<file path="src/rtl/instr_fetch.sv">
// Instruction fetch stage: req/ack fetch into an IR held for decode.
// Optional accepted-instruction counter enabled by defining FETCH_CNT_EN.
module instr_fetch #(
   parameter int                ADDR_W   = 8,
   parameter int                INSTR_W  = 16,
   parameter logic [ADDR_W-1:0] RESET_PC = '0
) (
   input  logic               i_clk,
   input  logic               i_rst,
   output logic               o_mem_req,
   output logic [ADDR_W-1:0]  o_mem_addr,
   input  logic [INSTR_W-1:0] i_mem_rdata,
   input  logic               i_mem_ack,
   output logic               o_ir_valid,
   input  logic               i_ir_ready,
   output logic [INSTR_W-1:0] o_instr,
   output logic [5:0]         o_opcode,
   output logic [ADDR_W-1:0]  o_ir_pc,
   input  logic               i_redirect_valid,
`ifdef FETCH_CNT_EN
   input  logic [ADDR_W-1:0]  i_redirect_pc,
   output logic [15:0]        o_fetch_count
`else
   input  logic [ADDR_W-1:0]  i_redirect_pc
`endif
);

   typedef enum logic [1:0] {
      S_IDLE = 2'd0,
      S_REQ  = 2'd1,
      S_HOLD = 2'd2
   } state_t;

   state_t               r_state;
   state_t               w_state_nxt;
   logic [ADDR_W-1:0]    r_pc;
   logic [ADDR_W-1:0]    w_pc_nxt;
   logic [INSTR_W-1:0]   r_instr;
   logic [INSTR_W-1:0]   w_instr_nxt;
   logic [ADDR_W-1:0]    r_ir_pc;
   logic [ADDR_W-1:0]    w_ir_pc_nxt;
   logic                 r_ir_valid;
   logic                 w_ir_valid_nxt;
   logic                 w_accept;

   // Decode hands off the held word; a redirect in the same cycle wins.
   assign w_accept = (r_state == S_HOLD) && i_ir_ready && !i_redirect_valid;

   // State, PC and instruction register update.
   always_ff @(posedge i_clk or posedge i_rst) begin
      if (i_rst) begin
         r_state    <= S_IDLE;
         r_pc       <= RESET_PC;
         r_instr    <= '0;
         r_ir_pc    <= '0;
         r_ir_valid <= 1'b0;
      end else begin
         r_state    <= w_state_nxt;
         r_pc       <= w_pc_nxt;
         r_instr    <= w_instr_nxt;
         r_ir_pc    <= w_ir_pc_nxt;
         r_ir_valid <= w_ir_valid_nxt;
      end
   end

   // Next-state logic; redirect outranks ack and ready outside S_IDLE.
   always_comb begin
      w_state_nxt    = r_state;
      w_pc_nxt       = r_pc;
      w_instr_nxt    = r_instr;
      w_ir_pc_nxt    = r_ir_pc;
      w_ir_valid_nxt = r_ir_valid;
      unique case (r_state)
         S_IDLE: begin
            w_state_nxt = S_REQ;
         end
         S_REQ: begin
            if (i_redirect_valid) begin
               w_pc_nxt       = i_redirect_pc;
               w_ir_valid_nxt = 1'b0;
            end else if (i_mem_ack) begin
               w_instr_nxt    = i_mem_rdata;
               w_ir_pc_nxt    = r_pc;
               w_ir_valid_nxt = 1'b1;
               w_state_nxt    = S_HOLD;
            end
         end
         S_HOLD: begin
            if (i_redirect_valid) begin
               w_pc_nxt       = i_redirect_pc;
               w_ir_valid_nxt = 1'b0;
               w_state_nxt    = S_REQ;
            end else if (w_accept) begin
               w_pc_nxt       = r_pc + ADDR_W'(1);
               w_ir_valid_nxt = 1'b0;
               w_state_nxt    = S_REQ;
            end
         end
         default: begin
            w_state_nxt = S_IDLE;
         end
      endcase
   end

   assign o_mem_req  = (r_state == S_REQ);
   assign o_mem_addr = r_pc;
   assign o_ir_valid = r_ir_valid;
   assign o_instr    = r_instr;
   assign o_opcode   = {2'b00, r_instr[INSTR_W-1 -: 4]};
   assign o_ir_pc    = r_ir_pc;

`ifdef FETCH_CNT_EN
   logic [15:0] r_fetch_count;

   // Count accepted instructions, saturating at all-ones.
   always_ff @(posedge i_clk or posedge i_rst) begin
      if (i_rst) begin
         r_fetch_count <= '0;
      end else if (w_accept && (r_fetch_count != 16'hFFFF)) begin
         r_fetch_count <= r_fetch_count + 16'd1;
      end
   end

   assign o_fetch_count = r_fetch_count;
`endif

endmodule

</file>
<file path="config.mk">
export PLATFORM = sky130hd
export DESIGN_NAME = instr_fetch
export DESIGN_NICKNAME = d
export VERILOG_FILES = /design/src/rtl/instr_fetch.sv
export SDC_FILE = /design/constraint.sdc
export NUM_CORES = 1
export LEC_CHECK = 0
export BUFFER_PORTS_ARGS = -buffer_cell sky130_fd_sc_hd__buf_2
export CAP_MARGIN = 10
export CORE_MARGIN = 1
export CORE_UTILIZATION = 48
export CTS_CLUSTER_DIAMETER = 120
export DETAILED_ROUTE_END_ITERATION = 8
export PLACE_DENSITY = 0.79
export SYNTH_ARGS = -nofsm -noshare
export SYNTH_HDL_FRONTEND = slang
export SYNTH_SLANG_ARGS = --single-unit
</file>
<file path="constraint.sdc">
create_clock -name i_clk -period 1.8 [get_ports i_clk]
set_input_delay 0.36 -clock i_clk [delete_from_list [all_inputs] [get_ports i_clk]]
set_output_delay 0.36 -clock i_clk [all_outputs]
set_load 0.01 [all_outputs]
</file>
Yosys cells after proc, flatten, opt, wreduce, memory -nomap -nowiden

Index checks and enable logic that the tools add are counted.

Register bits after elaboration: 35
Input bits: 29
Output and inout bits: 40

Add/sub/neg operators: 1
Equality and inequality tests: 7
Mux-type cells: 14
Bitwise gates (word level): 1
Reduce and logical (&&, ||, !) cells: 9

Operator list:

| kind                  | number |
|---|---|
| $mux W8               | 3 |
| $pmux W8 S2           | 1 |
| $reduce_and A3 Y1     | 4 |
| $add A8 B1 Y8 const B | 1 |
| $mux W2               | 4 |
| $pmux W2 S3           | 1 |
| $mux W1               | 4 |
| $ne A2 B1 Y1 const B  | 2 |
| $ne A3 B1 Y1 const B  | 1 |
| $ne A3 B3 Y1 const B  | 1 |
| $eq A2 B1 Y1 const B  | 1 |
| $eq A2 B2 Y1 const B  | 1 |
| $logic_and A1 B1 Y1   | 2 |
| $logic_not A2 Y1      | 1 |
| $ne A2 B2 Y1 const B  | 1 |
| $pmux W1 S2           | 1 |
| $reduce_bool A2 Y1    | 1 |
| $logic_not A1 Y1      | 1 |
| $not A1 Y1            | 1 |

Longest topological paths before layout

Depth in word-level cells: 6
Mapped depth: 7
Depth with buffers taken out: 6

Worst setup path before layout

Ideal clock, no wire load.

Path type: reg2reg
From: register r_state[1]
To: register r_instr[0] (netlist: o_instr[0])
Setup time: 125 ps
Data arrival time: 1447 ps
Data required time: 1675 ps
Setup slack: 228 ps
Cell stages (with the launch flop): 6
Buffers on the path: 1
Period minus slack after synthesis: 1572 ps
Cell sequence: dfrtp_1 -> inv_1 -> ha_1 -> nand3b_4 -> buf_6 -> mux2_4

Word-level cells in the longest chain between the ends: 2

RTL lines:

| element                     | RTL line | RTL |
|---|---|---|
| start, declared             | 34       | `state_t r_state;` |
| start signal, assigned      | 58       | `r_state <= w_state_nxt;` |
| $eq A2 B1 Y1                | n/a      |  |
| net o_mem_req               | 10       | `output logic o_mem_req,` |
| $reduce_and A3 Y1 (no line) | n/a      |  |
| end signal, assigned        | 60       | `r_instr <= w_instr_nxt;` |
| end, declared               | 38       | `logic [INSTR_W-1:0] r_instr;` |

The timed path passes the listed nets, and every way through them passes these cells.
A chain may end at the register's enable or synchronous reset.

Worst setup path in the final report

From: register r_state[1]
To: output o_mem_req

Word-level cells in the longest chain between the ends: 1

RTL lines:

| element       | RTL line | RTL |
|---|---|---|
| $eq A2 B1 Y1  | 105      | `assign o_mem_req = (r_state == S_REQ);` |
| end, declared | 10       |  |

No other way between the ends.

==> metrics.md <==
| Metric | Value |
|---|---|
| Status | finished, final reports clean |
| Worst Setup End Kind | output port |
| WL final | 3510 um |
| Largest net degree at the start of global routing | 19 |
| Die area | 3920 um2 |
| Reg2reg end | o_mem_addr[0] |
| Chip Height | 62.6 um |
| Die width | 62.6 um |
| Vias in the first global route | 1252 |
| Core Util, Final | 0.644 |
| CTS Hold Buffers Added | 0 |
| Via/cell ratio | 5.11 |
| I/O Buffers | 66 |
| WP buf/inv | 2 |
| Wire length per cell | 13.6 um |
| RSZ-0062 raised after global routing | no |
| Number of max-cap violations | 0 |
| TNS Setup | 0 ns |
| Tmin final | 1.68 ns |
| Gate Count Post-Synth | 142 |
| CP delay by family, top | flip-flops |
| First-pass GRT wire length | 5860 um |
| Count of TritonRoute iterations in the first routing pass | 4 |
| Synth cell types | 34 |
| Reg clk slew, reported paths | 0.11 ns |
| Core Area | 3420 um2 |
| F_max | 597 MHz |
| Syn_area_per_cell | 12.4 um2 |
| Critical path's largest stage delay | 0.42 ns |
| Hold Slack | 0.0345 ns |
| Crit-path max FO | 7 |
| Fin. Hold Viols | 0 |
| Maximum clock path buffer count | 2 |
| Drc violations | 0 |
| Reg2Reg Setup Slack | 0.20 ns |
| CP Class | reg -> out |
| Root Buffer | clkbuf_4 |
| Antenna Cells | 0 |
| Gr ovfl total | 0 |
| Worst skew pair latency | 0.34 ns |
| Global Route Usage Sum | 0.192 |
| IR drop worst, VDD | 0.881 mV |
| Detailed Place HPWL | 2600 um |
| Mapped Area | 1760 um2 |
| WP data arrival | 1.32 ns |
| Iter 0 DRT Violations | 61 |
| RD Place Congestion | 0.770 |
| CP startpoint kind | flip-flop |
| Row Count | 21 |
| DRT antenna net count | 0 |
| Vias post-DR | 1312 |
| Max-slew violations | 0 |
| # IOs | 69 |
| Syn-to-layout area delta | 24.7% |
| Slowest CP cell | dfrtp_1 |
| Place WS | 0.0838 ns |
| Fin crit share | 0.931 |
| LEAKAGE | 1.15 nW |
| Final #Nets | 245 |
| Post CTS Setup Buffer Count | 0 |
| Crit path cell chain | inv_1 > ha_2 > buf_2 |
| RR Startpoint | r_state[0] |
| Clock Sinks | 35 |
| Synth Register Bits | 35 |
| Finish-stage setup viols | 0 |
| CTS tree | built |
| Worst EP required | 1.44 ns |
| Ys Warns | 0 |
| Number of CTS-inserted buffers | 5 |
| Post-cts resize count | 0 |
| Layout cell share with drive strength beyond 1 | 0.521 |
| Pwr/cell area | 1760 nW/um2 |
| Post-Route Skew | 0.00634 ns |
| Final Worst Setup Slack | 0.125 ns |
| CTS H-tree lvls | 2 |
| Hold WC Path Type | in -> async |
| Initial antenna violation count | 0 |
| Register area share after synthesis | 0.496 |
| Placed Cells | 249 |
| Non-filler cells, final | 257 |
| Initial Util | 0.516 |
| Depth of the most critical reg-to-reg path | 7 |
==> flip-flops by register name, summed over array words and instances, names as in the netlist <==
| register | count |
|---|---|
| o_instr | 16 |
| r_state | 2 |
| o_ir_pc | 8 |
| o_mem_addr | 8 |
| o_ir_valid | 1 |
==> cell families (layout without fill, tap and decap cells) <==
kind of cell    Yosys count  after routing  share of synthesized area
flops                    35             35                      0.496
compound gates           30             30                      0.102
simple gates             27             27                     0.0879
mux                      26             26                      0.208
buf+inv                  17             85                     0.0610
fa+ha+maj                 6              6                     0.0426
other cells               1              2                    0.00213
==> worst max path at each step <==
stage,start,to,slack [ns],depth (start not counted)
after floorplan,r_state[1],o_instr[0],0.23,5
after global placement,r_state[1],o_mem_addr[0],0.19,6
after detailed placement,r_state[1],o_mem_addr[0],0.08,6
after CTS,r_state[1],o_mem_req,0.02,3
after global routing,r_state[1],o_mem_req,0.02,3
final,r_state[1],o_mem_req,0.12,3
==> worst register-to-register path, stage by stage, from the launching register on <==
cell and delay, ns:
dfrtp_1 0.43, inv_1 0.11, ha_2 0.24, nand2b_1 0.15, buf_4 0.19, and2_1 0.14
o21ai_0 0.12, o21ai_0 0.10
==> stage by stage <==
step,total power (W),area (um2)
2_1_floorplan,0.00272,1770
3_3_place_gp,0.00324,2110
3_5_place_dp,0.00331,2110
4_1_cts,0.00389,2190
5_1_grt,0.00415,2200
6_report,0.00387,2200
==> final cells by class <==
type / count / area, um2
Fill cell: 280 / 1220
Sequential cell: 35 / 876
Multi-Input combinational cell: 91 / 791
Timing Repair Buffer: 72 / 375
Tap cell: 46 / 57.6
Clock inverter: 3 / 43.8
Clock buffer: 5 / 37.5
Inverter: 5 / 18.8
==> cells in the final DEF (no fill, tap or decap), drive strengths merged, types with 2 or more instances in the layout <==
master	count
a21oi	11
a2bb2oi	2
a31oi	2
buf	72
clkbuf	5
clkinv	2
conb	2
dfrtp	35
ha	6
inv	5
mux2	25
nand2	7
nand2b	3
nand3	3
nand4	2
nor2	5
o21ai	8
o21bai	2
o22ai	3
==> layer usage <==
layer	vias up	wire (um)	GRT usage
li1	631	-	-
met1	622	1530	0.248
met2	53	1700	0.304
met3	6	239	0.0420
met4	0	36	0.0959
met5	-	0	0
==> Yosys cell counts, drive strengths merged <==
cell | n | area share
and2b | 1 | 0.0043
mux2i | 1 | 0.0057
and4 | 1 | 0.0050
and2 | 1 | 0.0035
nor3 | 1 | 0.0028
dfrtp | 35 | 0.50
o22a | 1 | 0.0050
mux2 | 25 | 0.20
nand2b | 3 | 0.011
o22ai | 3 | 0.011
nand3b | 1 | 0.011
inv | 5 | 0.011
o21ai | 8 | 0.023
buf | 11 | 0.048
nor2 | 5 | 0.012
clkbuf | 1 | 0.0021
o2bb2ai | 1 | 0.0050
conb | 1 | 0.0021
nand4 | 2 | 0.0071
nand3 | 3 | 0.0085
nand2 | 7 | 0.015
ha | 6 | 0.043
nor3b | 1 | 0.0043
nor2b | 1 | 0.0035
a2bb2oi | 2 | 0.0099
a21oi | 11 | 0.033
a31oi | 2 | 0.0071
o21bai | 2 | 0.0085
==> report_power, final <==
group	leakage, nW	internal, W	switching [W]
Clock	0.0452	0.000292	0.000274
Sequential	0.412	0.00118	0.000321
Combinational	0.689	0.000954	0.000843
Total	1.15	0.00243	0.00144
No activity file was read; power rests on OpenSTA's default activity.
